`config.mk`:
```
export PLATFORM = sky130hd
export DESIGN_NAME = twiddle_rotator
export DESIGN_NICKNAME = d
export VERILOG_FILES = /design/src/rtl/twiddle_rotator.sv
export SDC_FILE = /design/constraint.sdc
export NUM_CORES = 2
export LEC_CHECK = 0
export BUFFER_PORTS_ARGS = -buffer_cell sky130_fd_sc_hd__clkbuf_2
export CAP_MARGIN = 10
export CORE_ASPECT_RATIO = 1.5
export CORE_UTILIZATION = 55
export DETAILED_ROUTE_END_ITERATION = 12
export GPL_ROUTABILITY_DRIVEN = 0
export GPL_TIMING_DRIVEN = 0
export PLACE_DENSITY = 0.78
export REMOVE_ABC_BUFFERS = 1
export SLEW_MARGIN = 20
export SYNTH_ARGS = -nofsm -noshare
export SYNTH_HDL_FRONTEND = slang
export SYNTH_SLANG_ARGS = --single-unit
export TNS_END_PERCENT = 20
```
`constraint.sdc`:
```
create_clock -name clk -period 16.5 [get_ports clk]
set_input_delay 2.475 -clock clk [delete_from_list [all_inputs] [get_ports clk]]
set_output_delay 2.475 -clock clk [all_outputs]
set_load 0.05 [all_outputs]
```
`src/rtl/twiddle_rotator.sv`:
```
// Radix-4 16-point twiddle rotator: multiplies each streamed 9.8 complex sample by W^(n[1:0]*n[3:2]).
// Two-stage valid/ready pipeline; e=0 and e=4 take exact bypass paths instead of the multipliers.
module twiddle_rotator (
  input  logic        clk,
  input  logic        rst,
  input  logic        in_valid,
  output logic        in_ready,
  input  logic [16:0] in_re,
  input  logic [16:0] in_im,
  output logic        out_valid,
  input  logic        out_ready,
  output logic [16:0] out_re,
  output logic [16:0] out_im,
  output logic [3:0]  out_idx,
  output logic        out_last
);

  typedef enum logic [1:0] {MODE_MULT, MODE_PASS, MODE_NEGJ} mode_t;

  logic              en;
  logic [3:0]        n;
  logic [3:0]        e;
  logic signed [7:0] rom_c;
  logic signed [7:0] rom_d;
  mode_t             mode;

  logic              s1_valid;
  logic signed [16:0] s1_re;
  logic signed [16:0] s1_im;
  logic signed [7:0] s1_c;
  logic signed [7:0] s1_d;
  logic [3:0]        s1_idx;
  mode_t             s1_mode;

  logic signed [25:0] a_w, b_w, c_w, d_w;
  logic signed [25:0] prod_re, prod_im;
  logic signed [25:0] res_re, res_im;

  // A stalled output freezes the whole pipeline, so in_ready never looks at in_valid.
  assign en       = !out_valid || out_ready;
  assign in_ready = en;
  assign e        = {2'b00, n[1:0]} * {2'b00, n[3:2]};

  // Twiddle ROM in Q1.7; exponents 5, 7 and 8 cannot occur for a 16-point frame.
  always_comb begin
    rom_c = 8'sd0;
    rom_d = 8'sd0;
    mode  = MODE_MULT;
    case (e)
      4'd0: mode = MODE_PASS;
      4'd1: begin rom_c =  8'sd118; rom_d = -8'sd49;  end
      4'd2: begin rom_c =  8'sd91;  rom_d = -8'sd91;  end
      4'd3: begin rom_c =  8'sd49;  rom_d = -8'sd118; end
      4'd4: mode = MODE_NEGJ;
      4'd6: begin rom_c = -8'sd91;  rom_d = -8'sd91;  end
      4'd9: begin rom_c = -8'sd118; rom_d =  8'sd49;  end
      default: ;
    endcase
  end

  always_ff @(posedge clk) begin
    if (rst) begin
      n        <= 4'd0;
      s1_valid <= 1'b0;
      s1_re    <= '0;
      s1_im    <= '0;
      s1_c     <= '0;
      s1_d     <= '0;
      s1_idx   <= 4'd0;
      s1_mode  <= MODE_MULT;
    end else if (en) begin
      s1_valid <= in_valid;
      s1_re    <= in_re;
      s1_im    <= in_im;
      s1_c     <= rom_c;
      s1_d     <= rom_d;
      s1_idx   <= n;
      s1_mode  <= mode;
      if (in_valid)
        n <= n + 4'd1;
    end
  end

  // 26 bits hold the worst-case sum of two 17x8 products without overflow.
  always_comb begin
    a_w     = 26'(s1_re);
    b_w     = 26'(s1_im);
    c_w     = 26'(s1_c);
    d_w     = 26'(s1_d);
    prod_re = (a_w * c_w - b_w * d_w) >>> 7;
    prod_im = (a_w * d_w + b_w * c_w) >>> 7;
    res_re  = prod_re;
    res_im  = prod_im;
    case (s1_mode)
      MODE_PASS: begin res_re = a_w; res_im = b_w;  end
      MODE_NEGJ: begin res_re = b_w; res_im = -a_w; end
      default: ;
    endcase
  end

  function automatic logic [16:0] sat17(input logic signed [25:0] x);
    if (x > 26'sd65535)
      sat17 = 17'h0FFFF;
    else if (x < -26'sd65536)
      sat17 = 17'h10000;
    else
      sat17 = x[16:0];
  endfunction

  always_ff @(posedge clk) begin
    if (rst) begin
      out_valid <= 1'b0;
      out_re    <= '0;
      out_im    <= '0;
      out_idx   <= 4'd0;
      out_last  <= 1'b0;
    end else if (en) begin
      out_valid <= s1_valid;
      out_re    <= sat17(res_re);
      out_im    <= sat17(res_im);
      out_idx   <= s1_idx;
      out_last  <= (s1_idx == 4'd15);
    end
  end

endmodule

```
**After elaboration in Yosys (flattened, before gate mapping)**

Cells that the tools add are included.

- $mul: 5
- Add/subtract/negate cells: 4
- Reduce and logical (&&, ||, !) cells: 5
- Equality and inequality tests: 9
- Magnitude comparators: 4
- Mux-type cells: 9

Operators by type and width:

| kind | number |
|---|---|
| case mux 26 bit (2 select lines) | 2 |
| multiplier 17 x 8 -> 25 bit | 4 |
| two-way mux 17 bit | 4 |
| greater-than comparator 26 x 17 -> 1 bit (second input constant) | 2 |
| < comparator 26 x 17 -> 1 bit (second input constant) | 2 |
| case mux 8 bit (5 select lines) | 1 |
| case mux 8 bit (4 select lines) | 1 |
| adder 25 x 25 -> 26 bit | 1 |
| negation 17 -> 26 bit | 1 |
| subtractor 25 x 25 -> 26 bit | 1 |
| equality test 4 x 2 -> 1 bit (second input constant) | 2 |
| equality test 4 x 3 -> 1 bit (second input constant) | 2 |
| equality test 4 bit (second input constant) | 2 |
| adder 4 x 1 -> 4 bit (second input constant) | 1 |
| equality test 4 x 1 -> 1 bit (second input constant) | 1 |
| logical NOT 4 bit | 1 |
| multiplier 2 x 2 -> 4 bit | 1 |
| case mux 2 bit (2 select lines) | 1 |
| equality test 2 x 1 -> 1 bit (second input constant) | 1 |
| equality test 2 bit (second input constant) | 1 |
| AND reduction 2 bit | 1 |
| OR reduction 2 bit | 1 |
| logical NOT 1 bit | 1 |
| logical OR 1 bit | 1 |

- Register bits after elaboration: 101
- Output and inout bits: 41
- Logic and storage cells: 49

**Logic depth before layout (Yosys ltp)**

- Depth in word-level cells: 6
- Depth in mapped cells: 27
- Gate-level depth less buffers: 25

**Least setup slack after synthesis**

OpenSTA, ideal clock, no wires.

- Kind: flip-flop to flip-flop
- Start point: register s1_re[6]
- End point: register out_re[14]
- Setup slack: 9,933 ps
- Clock period less this slack: 6,567 ps
- Cell stages (with the launch flop): 24
- Data required time: 16,420 ps
- Arrival: 6,487 ps
- Path buffers: 3
- Setup time: 80 ps
- Cells stage by stage: dfxtp_1 -> clkbuf_1 -> clkbuf_1 -> nand2_1 -> fa_1 -> fa_1 -> fa_1 -> inv_1 -> fa_1 -> fa_1 -> inv_1 -> fa_1 -> inv_1 -> ha_1 -> o21a_1 -> o211ai_1 -> inv_1 -> a2111o_1 -> a31oi_4 -> o221ai_2 -> o211a_4 -> buf_2 -> a211o_1 -> a211oi_2

- Longest elaborated chain between the ends: 6

Ends and longest elaborated chain:

| element | RTL line | text |
|---|---|---|
| from (decl) | 28 | `logic signed [16:0] s1_re;` |
| from (signal assigned) | 73 | `s1_re <= in_re;` |
| multiplier 17 x 8 -> 25 bit | 90 | `prod_re = (a_w * c_w - b_w * d_w) >>> 7;` |
| subtractor 25 x 25 -> 26 bit | 90 |  |
| case mux 26 bit (2 select lines) (*) | 94 | `case (s1_mode)` |
| < comparator 26 x 17 -> 1 bit | 104 | `else if (x < -26'sd65536)` |
| two-way mux 17 bit | 104 |  |
| two-way mux 17 bit (*) | 102 | `if (x > 26'sd65535)` |
| to (signal assigned) | 119 | `out_re <= sat17(res_re);` |
| to (decl) | 12 | `output logic [16:0] out_re,` |

Every way passes the cells marked *; elsewhere a longest branch is shown, timed or not.
A chain may end at the register's enable or synchronous reset.

**Final worst setup path**

- Start point: register s1_c[7]
- End point: register out_re[12]

- Longest elaborated chain between the ends: 6

Ends and longest elaborated chain:

| element | RTL line | text |
|---|---|---|
| from (decl) | 30 | `logic signed [7:0] s1_c;` |
| from (signal assigned) | 75 | `s1_c <= rom_c;` |
| multiplier 17 x 8 -> 25 bit (*) | 90 |  |
| subtractor 25 x 25 -> 26 bit (*) | 90 |  |
| case mux 26 bit (2 select lines) (*) | 94 |  |
| < comparator 26 x 17 -> 1 bit | 104 |  |
| two-way mux 17 bit | 104 |  |
| two-way mux 17 bit (*) | 102 |  |

Marks and branches as above.

==> impl_results.md <==
- Final core utilization: 58.2%
- Mapped Area: 24200 um^2
- Sw power: 0.506 mW
- Total Neg Setup Slack: 0 ns
- Crit path buffers/inverters: 5
- Worst Max-Slew Pin Slew: 1.16 ns
- Post-route ant nets: 0
- Unrepaired setup endpoints after global routing: false
- FF+latch count, synth: 100
- DR vias/cell: 5.68
- Post-CTS Setup Inserts: 0
- YS warnings: 0
- Clock power frac: 22.0%
- Slowest stage delay, CP: 0.94 ns
- Starting Density: 56.1%
- Largest net degree at the start of global routing: 69
- Reg2Reg Launch Point: s1_c[7]$_SDFFE_PP0N_
- Final Hold Viols: 0
- Placed Instances: 3283
- First-pass GRT wire length: 101000 um
- Post-DP HPWL: 46100 um
- IO Count: 79
- Initial antenna violation count: 0
- Critical path endpoint category: flip-flop
- Slew margin rel.: 22.6%
- Post-synth EDFFs: 0
- Pre-CTS setup slack: 8.37 ns
- Worst path cell trace: inv_1 > nor2_1 > fa_1 > inv_1 > fa_1 > fa_1 > inv_1 > fa_1 > fa_1 > inv_1 > fa_1 > inv_1 > ha_1 > a21o_1 > a21o_1 > a211oi_1 > nor3_1 > a211oi_1 > o21bai_1 > xor2_1 > o211a_4 > or3_1 > a211oi_2
- Switching Share: 47.0%
- Max cap viols: 0
- Congestion Overflow GR: 0
- Worst Hold Path Cells: 2
- Number of global-route vias before repair: 20600
- Clk_lat worst skew: 0.40 ns
- Crit path arrival time: 8.49 ns
- WL per Instance: 18.5 um
- Detailed-router iteration count before antenna repair: 6
- Status: finished, final reports clean
- Hold buffer count at cts: 0
- Hold crit path type: flip-flop to flip-flop
- Initial DRC Count: 1304
- Syn-to-layout area delta: 3.89%
- Total CTS buffers: 9
- Count of pins over their slew limit: 0
- Synthesized instance count: 2798
- Clk root buf: clkbuf_16
- Die height: 259 um
- # setup viols final: 0
- Drt total wl: 61100 um
- Crit path required time: 16.82 ns
- CORE AREA: 43200 um^2
- Fin crit period: 8.18 ns
- Post-CTS resize count: 0
- Crit-path slowest cell: dfxtp_1
- Clock buffer depth: 2
- R2R setup slack: 8.32 ns
- Crit share post-route: 49.6%
- Non-filler instance count after layout: 3300
- CP max FO: 24
- Peak VDD IR: 0.0000528 V
- R2R Path End: out_re[12]$_SDFFE_PP0N_
- H-tree levels: 3
- Critical path type: flip-flop to flip-flop
- Clock sinks: 100
- # DRC: 0
- Synth cell types: 64
- Setup ws final: 8.32 ns
- Die X: 173 um
- # port buffers: 78
- Flop pwr share: 30.6%
- Logic gate share of total power: 47.3%
- CTS tree: yes
- Power per cell area: 42.8 nW/um^2
- Post-synthesis async set-or-reset flop share: 0%
- Fmax: 122 MHz
- FP Rows: 93
- Reg2reg path depth: 23
- Hold Path End: out_idx[1]$_SDFFE_PP0N_
- Clk_skew: 0.0192 ns
- Nets: 3447
- Layout cell share with drive strength beyond 1: 5.20%
- Vias: 18700
- CP delay by family, top: adder cells
- Syn_area_per_cell: 8.65 um^2
- Die ar.: 44900 um^2
- Worst Hold Launch: out_idx[1]$_SDFFE_PP0N_
- Leak pwr: 12.3 nW
- Worst setup SP type: flip-flop
- Total GRT Usage: 29.0%
- CTS clock-pin slew for the worst setup and hold paths: 0.08 ns
- Top FF cell, synth: dfxtp_1
- Seq/Total Area, Yosys: 8.27%
- Most common cell on crit path: fa_1
- Int Pwr: 0.569 mW
## synth_stat cells (all sizes together) (6+ instances only)
library cell	instances	area (um^2)
o21bai	7	52.6
ha	157	1960
dfxtp	100	2000
buf	16	73.8
a21o	15	113
nand4	7	43.8
a211o	14	123
a22oi	6	58.8
fa	528	10600
nor3	16	80.1
a21oi	99	495
and4	6	55.1
a31oi	7	58.8
and2	211	1320
nand3	14	70.1
xnor2	54	473
o211ai	8	60.1
clkbuf	153	574
nor2	123	462
nand2b	26	163
xor2	22	193
a221oi	27	236
nand2	392	1470
inv	651	2440
a211oi	43	373
o21ai	40	208
## kinds of logic after synthesis
kind of cell	count (synthesis)	share of synthesized area, %
flops	100	8.27
fa+ha+maj	685	51.8
xor+xnor	76	2.75
mux	1	0.0414
compound gates	294	8.46
buf+inv	820	12.8
simple gates	822	15.9
## worst register-to-register path: cells and delay by family, from the launching register on
family	cells	cell delay (ns)
AO/OA/AOI/OAI	7	1.89
flip-flops	1	0.94
buffers and inverters	5	1.05
XOR/XNOR	1	0.20
adder cells (fa/ha/maj)	7	3.19
AND/OR/NAND/NOR	3	0.84
## registers in the layout, summed over array words and instances (netlist names), 7 cells and up
signal  flops
out_im     17
out_re     17
s1_c        8
s1_d        7
s1_re      17
s1_im      17
## power by group through the flow
stage / logic (mW) / clock network [mW] / registers (mW)
after global placement: 0.487 / 0 / 0.332
after detailed placement: 0.505 / 0 / 0.333
after CTS: 0.507 / 0.242 / 0.327
final: 0.509 / 0.237 / 0.330
after global routing: 0.554 / 0.250 / 0.332
after floorplan: 0.308 / 0 / 0.390
## worst max path at each step
stage | depth (start not counted) | start | slack (ns) | endpoint
6_report | 23 | s1_c[7]$_SDFFE_PP0N_ | 8.32 | out_re[12]$_SDFFE_PP0N_
5_1_grt | 23 | s1_c[7]$_SDFFE_PP0N_ | 8.16 | out_re[12]$_SDFFE_PP0N_
4_1_cts | 20 | s1_c[7]$_SDFFE_PP0N_ | 8.35 | out_im[10]$_SDFFE_PP0N_
3_5_place_dp | 20 | s1_c[7]$_SDFFE_PP0N_ | 8.37 | out_im[10]$_SDFFE_PP0N_
3_3_place_gp | 4 | out_ready | 3.13 | in_ready
2_1_floorplan | 2 | out_ready | 7.21 | in_ready
## cell type report
cell class,count,area (um^2)
Antenna cell,1,2.50
Clock buffer,9,225
Clock inverter,7,86.3
Fill cell,3713,18000
Inverter,651,2450
Multi-Input combinational cell,1878,19100
Sequential cell,100,2020
Tap cell,570,713
Timing Repair Buffer,84,512
## per-stage QoR
| step | hold slack [ns] | cell area (um^2) | total power, mW |
|---|---|---|---|
| finish | 0.457 | 25100 | 1.08 |
| global placement | 0.440 | 24700 | 0.819 |
| detailed placement | 0.448 | 24800 | 0.838 |
| CTS | 0.458 | 25100 | 1.08 |
| global route | 0.487 | 25100 | 1.14 |
| floorplan | 0.431 | 23600 | 0.697 |
## placed cells by master (no fill, tap or decap), drive strengths merged, types with 2 or more instances in the layout
cell type | synthesis | final
inv | 651 | 655
fa | 528 | 528
nand2 | 392 | 392
and2 | 211 | 211
ha | 157 | 157
nor2 | 123 | 123
dfxtp | 100 | 100
a21oi | 99 | 99
clkbuf | 153 | 87
xnor2 | 54 | 54
a211oi | 43 | 43
o21ai | 40 | 40
a221oi | 27 | 27
nand2b | 26 | 26
xor2 | 22 | 22
nor3 | 16 | 16
a21o | 15 | 15
nand3 | 14 | 14
a211o | 14 | 14
o211ai | 8 | 8
nand4 | 7 | 7
o21bai | 7 | 7
a31oi | 7 | 7
and4 | 6 | 6
a22oi | 6 | 6
buf | 16 | 6
or3 | 5 | 5
o21a | 5 | 5
and3 | 4 | 4
a221o | 4 | 4
nor4 | 4 | 4
nor2b | 4 | 4
or4 | 3 | 3
o31ai | 3 | 3
a311oi | 3 | 3
a32oi | 3 | 3
clkinv | 0 | 3
or2 | 2 | 2
o211a | 2 | 2
## per-layer routing
layer	wire, um	global-route usage [%]
met1	20700	31.5
met4	4830	21.9
met3	3650	3.79
met5	0	0
met2	31900	51.5
(Power assumes the default switching activity.)
